<file path="src/rtl/ioctl_rom_streamer.sv">
// Streams a byte range from a source memory onto a MiSTer-style ioctl download bus.
// Optional running byte checksum output: define IOCTL_STREAM_CHECKSUM_EN.
module ioctl_rom_streamer #(
  parameter int WR_GAP = 8,
  parameter int MEM_AW = 20
) (
  input  logic              i_clk,
  input  logic              RESETn,
  input  logic              start,
  input  logic [MEM_AW-1:0] src_base,
  input  logic [20:0]       length,
  output logic [MEM_AW-1:0] mem_addr,
  output logic              mem_rd,
  input  logic [7:0]        mem_data,
  input  logic              mem_ack,
  output logic [24:0]       ioctl_addr,
  output logic [7:0]        ioctl_data,
  output logic              ioctl_wr,
`ifdef IOCTL_STREAM_CHECKSUM_EN
  output logic [15:0]       csum,
`endif
  output logic              busy,
  output logic              done
);

  typedef enum logic [2:0] {
    IDLE,
    REQ,
    WAIT,
    WRITE,
    GAP,
    DONE
  } state_t;

  // GAP is left once this many cycles have passed since WRITE; the remaining two
  // cycles of the strobe period are spent in REQ and WAIT.
  localparam logic [7:0] GAP_LAST = (WR_GAP > 3) ? 8'(WR_GAP - 3) : 8'd1;

  state_t            state_reg, state_next;
  logic [20:0]       cnt_reg, cnt_next;
  logic [20:0]       len_reg, len_next;
  logic [MEM_AW-1:0] base_reg, base_next;
  logic [24:0]       addr_reg, addr_next;
  logic [7:0]        data_reg, data_next;
  logic [7:0]        gap_reg, gap_next;
`ifdef IOCTL_STREAM_CHECKSUM_EN
  logic [15:0]       csum_reg, csum_next;
`endif

  always_ff @(posedge i_clk or negedge RESETn) begin
    if (!RESETn) begin
      state_reg <= IDLE;
      cnt_reg   <= '0;
      len_reg   <= '0;
      base_reg  <= '0;
      addr_reg  <= '0;
      data_reg  <= '0;
      gap_reg   <= '0;
`ifdef IOCTL_STREAM_CHECKSUM_EN
      csum_reg  <= '0;
`endif
    end else begin
      state_reg <= state_next;
      cnt_reg   <= cnt_next;
      len_reg   <= len_next;
      base_reg  <= base_next;
      addr_reg  <= addr_next;
      data_reg  <= data_next;
      gap_reg   <= gap_next;
`ifdef IOCTL_STREAM_CHECKSUM_EN
      csum_reg  <= csum_next;
`endif
    end
  end

  always_comb begin
    state_next = state_reg;
    cnt_next   = cnt_reg;
    len_next   = len_reg;
    base_next  = base_reg;
    addr_next  = addr_reg;
    data_next  = data_reg;
    gap_next   = gap_reg;
`ifdef IOCTL_STREAM_CHECKSUM_EN
    csum_next  = csum_reg;
`endif

    case (state_reg)
      IDLE, DONE: begin
        if (start) begin
          base_next = src_base;
          len_next  = length;
          cnt_next  = '0;
`ifdef IOCTL_STREAM_CHECKSUM_EN
          csum_next = '0;
`endif
          state_next = (length != 21'd0) ? REQ : DONE;
        end
      end

      REQ: begin
        state_next = WAIT;
      end

      WAIT: begin
        if (mem_ack) begin
          data_next  = mem_data;
          addr_next  = {4'b0000, cnt_reg};
          state_next = WRITE;
        end
      end

      WRITE: begin
        cnt_next = cnt_reg + 21'd1;
        gap_next = 8'd1;
`ifdef IOCTL_STREAM_CHECKSUM_EN
        csum_next = csum_reg + {8'h00, data_reg};
`endif
        // For very short gaps the REQ/WAIT round trip alone covers the spacing.
        if (WR_GAP <= 3) begin
          state_next = (cnt_reg + 21'd1 < len_reg) ? REQ : DONE;
        end else begin
          state_next = GAP;
        end
      end

      GAP: begin
        if (gap_reg >= GAP_LAST) begin
          state_next = (cnt_reg < len_reg) ? REQ : DONE;
        end else begin
          gap_next = gap_reg + 8'd1;
        end
      end

      default: begin
        state_next = IDLE;
      end
    endcase
  end

  assign mem_addr   = base_reg + MEM_AW'(cnt_reg);
  assign mem_rd     = (state_reg == REQ) || (state_reg == WAIT);
  assign ioctl_wr   = (state_reg == WRITE);
  assign ioctl_addr = addr_reg;
  assign ioctl_data = data_reg;
  assign busy       = (state_reg == REQ) || (state_reg == WAIT) ||
                      (state_reg == WRITE) || (state_reg == GAP);
  assign done       = (state_reg == DONE);
`ifdef IOCTL_STREAM_CHECKSUM_EN
  assign csum       = csum_reg;
`endif

endmodule

</file>
<file path="config.mk">
export PLATFORM = sky130hd
export DESIGN_NAME = ioctl_rom_streamer
export DESIGN_NICKNAME = d
export VERILOG_FILES = /design/src/rtl/ioctl_rom_streamer.sv
export SDC_FILE = /design/constraint.sdc
export NUM_CORES = 1
export LEC_CHECK = 0
export ABC_AREA = 1
export ABC_CLOCK_PERIOD_IN_PS = 3460
export CAP_MARGIN = 15
export CORE_ASPECT_RATIO = 1.1
export CORE_MARGIN = 2
export CORE_UTILIZATION = 35
export DETAILED_ROUTE_END_ITERATION = 6
export PLACE_DENSITY = 0.63
export SYNTH_ARGS = -nofsm -noshare
export SYNTH_HDL_FRONTEND = slang
export SYNTH_SLANG_ARGS = --single-unit
</file>
<file path="constraint.sdc">
create_clock -name i_clk -period 3.46 [get_ports i_clk]
set_input_delay 0.519 -clock i_clk [delete_from_list [all_inputs] [get_ports i_clk]]
set_output_delay 0.519 -clock i_clk [all_outputs]
set_load 0.02 [all_outputs]
</file>
==> out/results.tsv, run 1 <==
metric	value	unit
power_frac_seq	0.331	
crit_required	2.94	ns
synth.avg_cell_area	7.723	um^2
synth_seq_area_share	0.4162	
port_buffers	105	
post-route-min-period	3.343	ns
dr.pass1.iters	7	
num_antenna_cells	0	
cts_root_buffer	clkbuf_16	
synth_area	6132	um^2
gp_congestion	0.9695	
dpl.hpwl	12630	um
grt_max_degree	65	
path_class	flip-flop to output port	
yosysMostFrequentCell	nand2_1	
crit_fanout	6	
synth_seq_cells	102	
rsz0062_at_grt	no	
die_y	142.8	um
drive_above_1_share	0.05727	
cts_sinks	102	
drc	0	
dieArea	18600	um^2
status	complete, no violations	
cts_inserted_buffers	9	
p_int	3294	uW
switchingPower	2379	uW
worst_pin_slew	0.8238	ns
comb_power_share	0.488	
core	17080	um^2
cts-resized-gates	0	
drt_first_iter_violations	373	
vias	5474	
synth_edf_count	0	
clock_power_share	0.180	
start_kind	flip-flop	
synth_cell_types	39	
pin_count	110	
max_cap_violations	0	
synthTopCellsByArea	dfrtp_1 (42%), nand2_1 (14%), ha_1 (8.8%)	
wl_per_cell	14.45	um
p_leak	0.004014	uW
p_sw_frac	0.4193	
cts_tree	yes	
ant_nets	0	
relSlewSlack	0.4508	
synth_top_area_frac	0.4162	
clock_skew	0.01084	ns
h-tree-depth	3	
grt_pass1_vias	5151	
cts.path.max_buffers	2	
finalSetupViolCount	0	
syn2layout_area_growth	26.50	%
async_reset_ff_frac	1.000	
synth_cells	794	
maxSlewViolCount	0	
fmax	299.1	MHz
die_x	130.2	um
synth_area_leader_cell	dfrtp_1	
arrival	2.82	ns
p_per_area	731.3	nW/um^2
ys.flop_type	dfrtp_1	
grt_overflow	0	
initial_core_util	0.3590	
finalSetupTns	0	ns
worstHoldPathType	input pin to async pin	
antenna_found_initial	0	
max-vdd-ir-drop	0.5054	mV
hold_violations	0	
vias_per_cell	4.793	
synth_common_cells	nand2_1 (224), inv_1 (115), dfrtp_1 (102)	
cts_hold_buf	0	
nNetsFinal	1000	
fin_crit_sh	0.9663	
wl	16500	um
finalPower	5673	uW
track_usage	0.1820	
clkLatencyLatePin	0.36	ns
r2r_cells	8	
synth_warnings	0	
cp-end-kind	output port	
grt_first_pass_wirelength	26050	um
post_cts_buffers	0	
rows	50	
clk_pin_slew	0.07	ns
logic make-up (layout without fill, tap and decap cells):
group                      Yosys count  count (layout)  share of synthesized area
adders and majority gates           44              44                    0.09100
AOI/OAI and AO/OA                  135             135                     0.1181
DFF                                102             102                     0.4162
xor gates and xnor gates            17              17                    0.02428
muxes                               10              10                    0.01836
and+or+nand+nor                    345             345                     0.2387
buffers and inverters              140             251                    0.09263
other                                1               4                  0.0006115
cell type report:
type	count	area (um^2)
clock inverters	5	58.81
multi-input cells	555	3030
fillers	1744	9321
repair buffers	116	1144
well taps	234	292.8
inverters	119	446.7
clock buffers	11	232.7
flip-flops and latches	102	2552
stage by stage:
step	hold WS [ns]	cells	worst slack, ns	area (um^2)	utilization
finish	0.2555	1142	0.1167	7757	0.4542
global route	0.3397	1142	0.001378	7757	0.4542
CTS	0.2988	1142	0.01947	7742	0.4533
detailed placement	0.4735	1126	0.4082	7451	0.4363
global placement	0.4663	1126	0.4443	7451	0.4363
floorplan	0.2234	797	1.035	6143	-
power groups by stage:
stage	logic [uW]	registers, uW	clock network (uW)
CTS	2810	1880	1040
global placement	2780	1890	0
floorplan	1620	1950	0
detailed placement	2790	1900	0
global route	3100	1940	1090
finish	2770	1880	1020
routing by layer:
layer / GRT usage / vias to the layer above / part of all wire
li1: - / 2763 / -
met1: 0.2482 / 2532 / 0.46
met2: 0.2907 / 156 / 0.46
met3: 0.03035 / 23 / 0.050
met4: 0.06621 / 0 / 0.023
met5: 0 / - / 0
worst max-delay path, cell delays in order, from the launching register on:
cell             delay (ns)
dfrtp_1                0.45
ha_1                   0.30
fa_1                   0.44
nand3_1                0.09
nand2_1                0.09
nand3_1                0.09
nand2_1                0.10
nand2_1                0.12
o211ai_1               0.10
nand2_1                0.09
clkdlybuf4s50_1        0.60
layout by cell type, fill, tap and decap left out, types with 2 or more instances in the layout:
| master | netlist | routed |
|---|---|---|
| nand3_2 | 1 | 2 |
| nand2_1 | 224 | 224 |
| nor3_1 | 9 | 9 |
| conb_1 | 1 | 4 |
| nand4_1 | 9 | 9 |
| dfrtp_1 | 102 | 102 |
| o22ai_1 | 4 | 4 |
| o21ai_0 | 69 | 69 |
| a21o_1 | 5 | 5 |
| mux2_2 | 10 | 10 |
| nand3b_1 | 3 | 3 |
| o21ai_1 | 9 | 9 |
| clkdlybuf4s50_1 | 0 | 99 |
| a21oi_1 | 37 | 37 |
| xnor2_1 | 4 | 4 |
| clkbuf_16 | 0 | 9 |
| clkinvlp_4 | 0 | 2 |
| nand3_1 | 46 | 45 |
| xor2_1 | 13 | 13 |
| o21bai_1 | 3 | 3 |
| clkbuf_1 | 3 | 2 |
| dlymetal6s2s_1 | 0 | 5 |
| ha_1 | 43 | 42 |
| inv_1 | 115 | 115 |
| nand2_2 | 2 | 2 |
| o21a_1 | 3 | 3 |
| nor2_1 | 44 | 44 |
| buf_4 | 8 | 12 |
| inv_2 | 4 | 4 |
worst paths after layout:
path	endpoint	startpoint	slack, ns
min	gap_reg[0]$_DFFE_PN0P_	RESETn	0.26
max reg2reg	cnt_reg[9]$_DFFE_PN0P_	state_reg[1]$_DFFE_PN0P_	1.39
max	mem_addr[12]	cnt_reg[0]$_DFFE_PN0P_	0.12
max in group asynchronous	base_reg[8]$_DFFE_PN0P_	RESETn	2.39
min in group i_clk	base_reg[16]$_DFFE_PN0P_	base_reg[16]$_DFFE_PN0P_	0.48
min reg2reg	base_reg[16]$_DFFE_PN0P_	base_reg[16]$_DFFE_PN0P_	0.48
Power figures use the tool's default switching activity.
==> run 2, diff against run 1 <==
--- a/config.mk
+++ b/config.mk
@@ -12,6 +12,7 @@
 export CORE_MARGIN = 2
 export CORE_UTILIZATION = 35
 export DETAILED_ROUTE_END_ITERATION = 6
+export HOLD_SLACK_MARGIN = 0.02
 export PLACE_DENSITY = 0.63
 export SYNTH_ARGS = -nofsm -noshare
 export SYNTH_HDL_FRONTEND = slang
==> results of run 2 <==
No change in the layout: final DEF, timing and power equal those of run 1.
==> run 3, diff against run 2 <==
--- a/config.mk
+++ b/config.mk
@@ -14,6 +14,7 @@
 export DETAILED_ROUTE_END_ITERATION = 6
 export HOLD_SLACK_MARGIN = 0.02
 export PLACE_DENSITY = 0.63
+export RECOVER_POWER = 25
 export SYNTH_ARGS = -nofsm -noshare
 export SYNTH_HDL_FRONTEND = slang
 export SYNTH_SLANG_ARGS = --single-unit
==> out/results.tsv, run 3 (synthesis gave the netlist of run 1 again) <==
metric	value	unit	change
status	finished, violations left		was complete, no violations
violations	max-capacitance violations, max-slew violations		
wl	16470	um	was 16500 um
grt_overflow	0		unchanged
pin_count	110		unchanged
dp_slack	0.4082	ns	unchanged
final_cell_mix	nand2_1 (224), inv_1 (115), dfrtp_1 (102)		unchanged
grt_max_degree	65		unchanged
die_x	130.2	um	unchanged
critical_path.max_stage_delay	0.60	ns	about the same
track_usage	0.1820		unchanged
gp_congestion	0.9695		unchanged
fin_util	0.4538		was 0.4542
vias_per_cell	4.794		was 4.793
max-vdd-ir-drop	0.5055	mV	was 0.5054 mV
worstHoldPathType	flip-flop to flip-flop		was input pin to async pin
die_y	142.8	um	unchanged
grt_pass1_vias	5151		unchanged
start_kind	flip-flop		unchanged
relSlewSlack	-0.07875		was 0.4508
drc	0		unchanged
h-tree-depth	3		unchanged
fin_ws	0.1163	ns	was 0.1167 ns
crit_required	2.94	ns	about the same
worst_pin_slew	1.618	ns	was 0.8238 ns
clk_pin_slew	0.07	ns	about the same
crit_top_cell	nand2_1		unchanged
clock_skew	0.01020	ns	was 0.01084 ns
arrival	2.82	ns	about the same
vias	5475		was 5474
wl_per_cell	14.42	um	was 14.45 um
core	17080	um^2	unchanged
dieArea	18600	um^2	unchanged
cts_inserted_buffers	9		unchanged
dr.pass1.iters	5		was 7
finalPower	5671	uW	was 5673 uW
rows	50		unchanged
cts.path.max_buffers	2		unchanged
cts_tree	yes		unchanged
post-route-min-period	3.344	ns	was 3.343 ns
finalSetupViolCount	0		unchanged
ant_nets	0		unchanged
cts_sinks	102		unchanged
p_leak	0.004010	uW	was 0.004014 uW
max_cap_violations	1		was 0
fmax	299.1	MHz	about the same
fin_crit_sh	0.9664		was 0.9663
drt_first_iter_violations	372		was 373
syn2layout_area_growth	26.40	%	was 26.50%
dpl.hpwl	12630	um	unchanged
path_class	flip-flop to output port		unchanged
initial_core_util	0.3590		unchanged
cts_hold_buf	0		unchanged
drive_above_1_share	0.05617		was 0.05727
cp-end-kind	output port		unchanged
p_per_area	731.7	nW/um^2	was 731.3 nW/um^2
nFillCells	1743		was 1744
clkLatencyLatePin	0.36	ns	about the same
final_common_cell	nand2_1		unchanged
antenna_found_initial	0		unchanged
maxSlewViolCount	65		was 0
crit_chain	ha_1, fa_1, nand3_1, nand2_1, nand3_1, nand2_1, nand2_1, o211ai_1, nand2_1, clkdlybuf4s50_1		unchanged
rsz0062_at_grt	no		unchanged
port_buffers	105		unchanged
nNetsFinal	1000		unchanged
crit_fanout	6		unchanged
cts_root_buffer	clkbuf_16		unchanged
finalSetupTns	0	ns	unchanged
slowest_stage	clkdlybuf4s50_1		unchanged
path_buf_inv	1		unchanged
num_antenna_cells	0		unchanged
critPathTopFamily	adder cells		unchanged
hold_violations	0		unchanged
grt_first_pass_wirelength	26050	um	unchanged
==> run 3: cell type report <==
class | instances | area (um^2) | share of cell area
Multi-Input combinational cell | 555 | 3030 | 0.3910
Clock inverter | 5 | 58.81 | 0.007587
Inverter | 119 | 446.7 | 0.05763
Tap cell | 234 | 292.8 | 0.03777
Clock buffer | 11 | 232.7 | 0.03002
Sequential cell | 102 | 2552 | 0.3293
Timing Repair Buffer | 116 | 1137 | 0.1467
==> run 3: where the power goes <==
part | internal, uW | total (uW) | switching [uW]
logic | 1140 | 2770 | 1630
registers | 1590 | 1880 | 292
clock network | 563 | 1020 | 460
==> run 3: worst paths after layout <==
check / slack, ns / end / start / cells after the start
min in group asynchronous: 0.57 / gap_reg[0]$_DFFE_PN0P_ / RESETn / 1
max in group asynchronous: 1.21 / base_reg[8]$_DFFE_PN0P_ / RESETn / 2
hold / removal: 0.48 / base_reg[16]$_DFFE_PN0P_ / base_reg[16]$_DFFE_PN0P_ / 2
hold reg to reg: 0.48 / base_reg[16]$_DFFE_PN0P_ / base_reg[16]$_DFFE_PN0P_ / 2
setup reg to reg: 1.39 / cnt_reg[9]$_DFFE_PN0P_ / state_reg[1]$_DFFE_PN0P_ / 8
setup / recovery: 0.12 / mem_addr[12] / cnt_reg[0]$_DFFE_PN0P_ / 10
==> run 3: per-layer routing <==
layer / up-vias / global-route usage / wire length (um)
met5: - / 0 / 0
met4: 0 / 0.06621 / 363
met3: 20 / 0.03035 / 857
met2: 163 / 0.2907 / 7635
met1: 2530 / 0.2482 / 7612
li1: 2762 / - / -
==> run 3: worst min-delay path: stages (launching register included) <==
cell and delay (ns):
dfrtp_1 0.34, nand2_1 0.05, nand2_1 0.06
==> run 3: timing repair <==
item                                    4_1_cts  5_1_grt
setup buffers                                 0        0
resized for setup                             0        6
endpoints found under the hold margin         0        0
endpoints found under the setup margin        0        8
==> run 3: metrics by stage <==
step | instances | instance area, um^2 | hold slack, ns
global placement | 1126 | 7451 | 0.4663
detailed placement | 1126 | 7451 | 0.4735
finish | 1142 | 7751 | 0.4839
CTS | 1142 | 7742 | 0.2988
floorplan | 797 | 6143 | 0.2234
global route | 1142 | 7751 | 0.5094
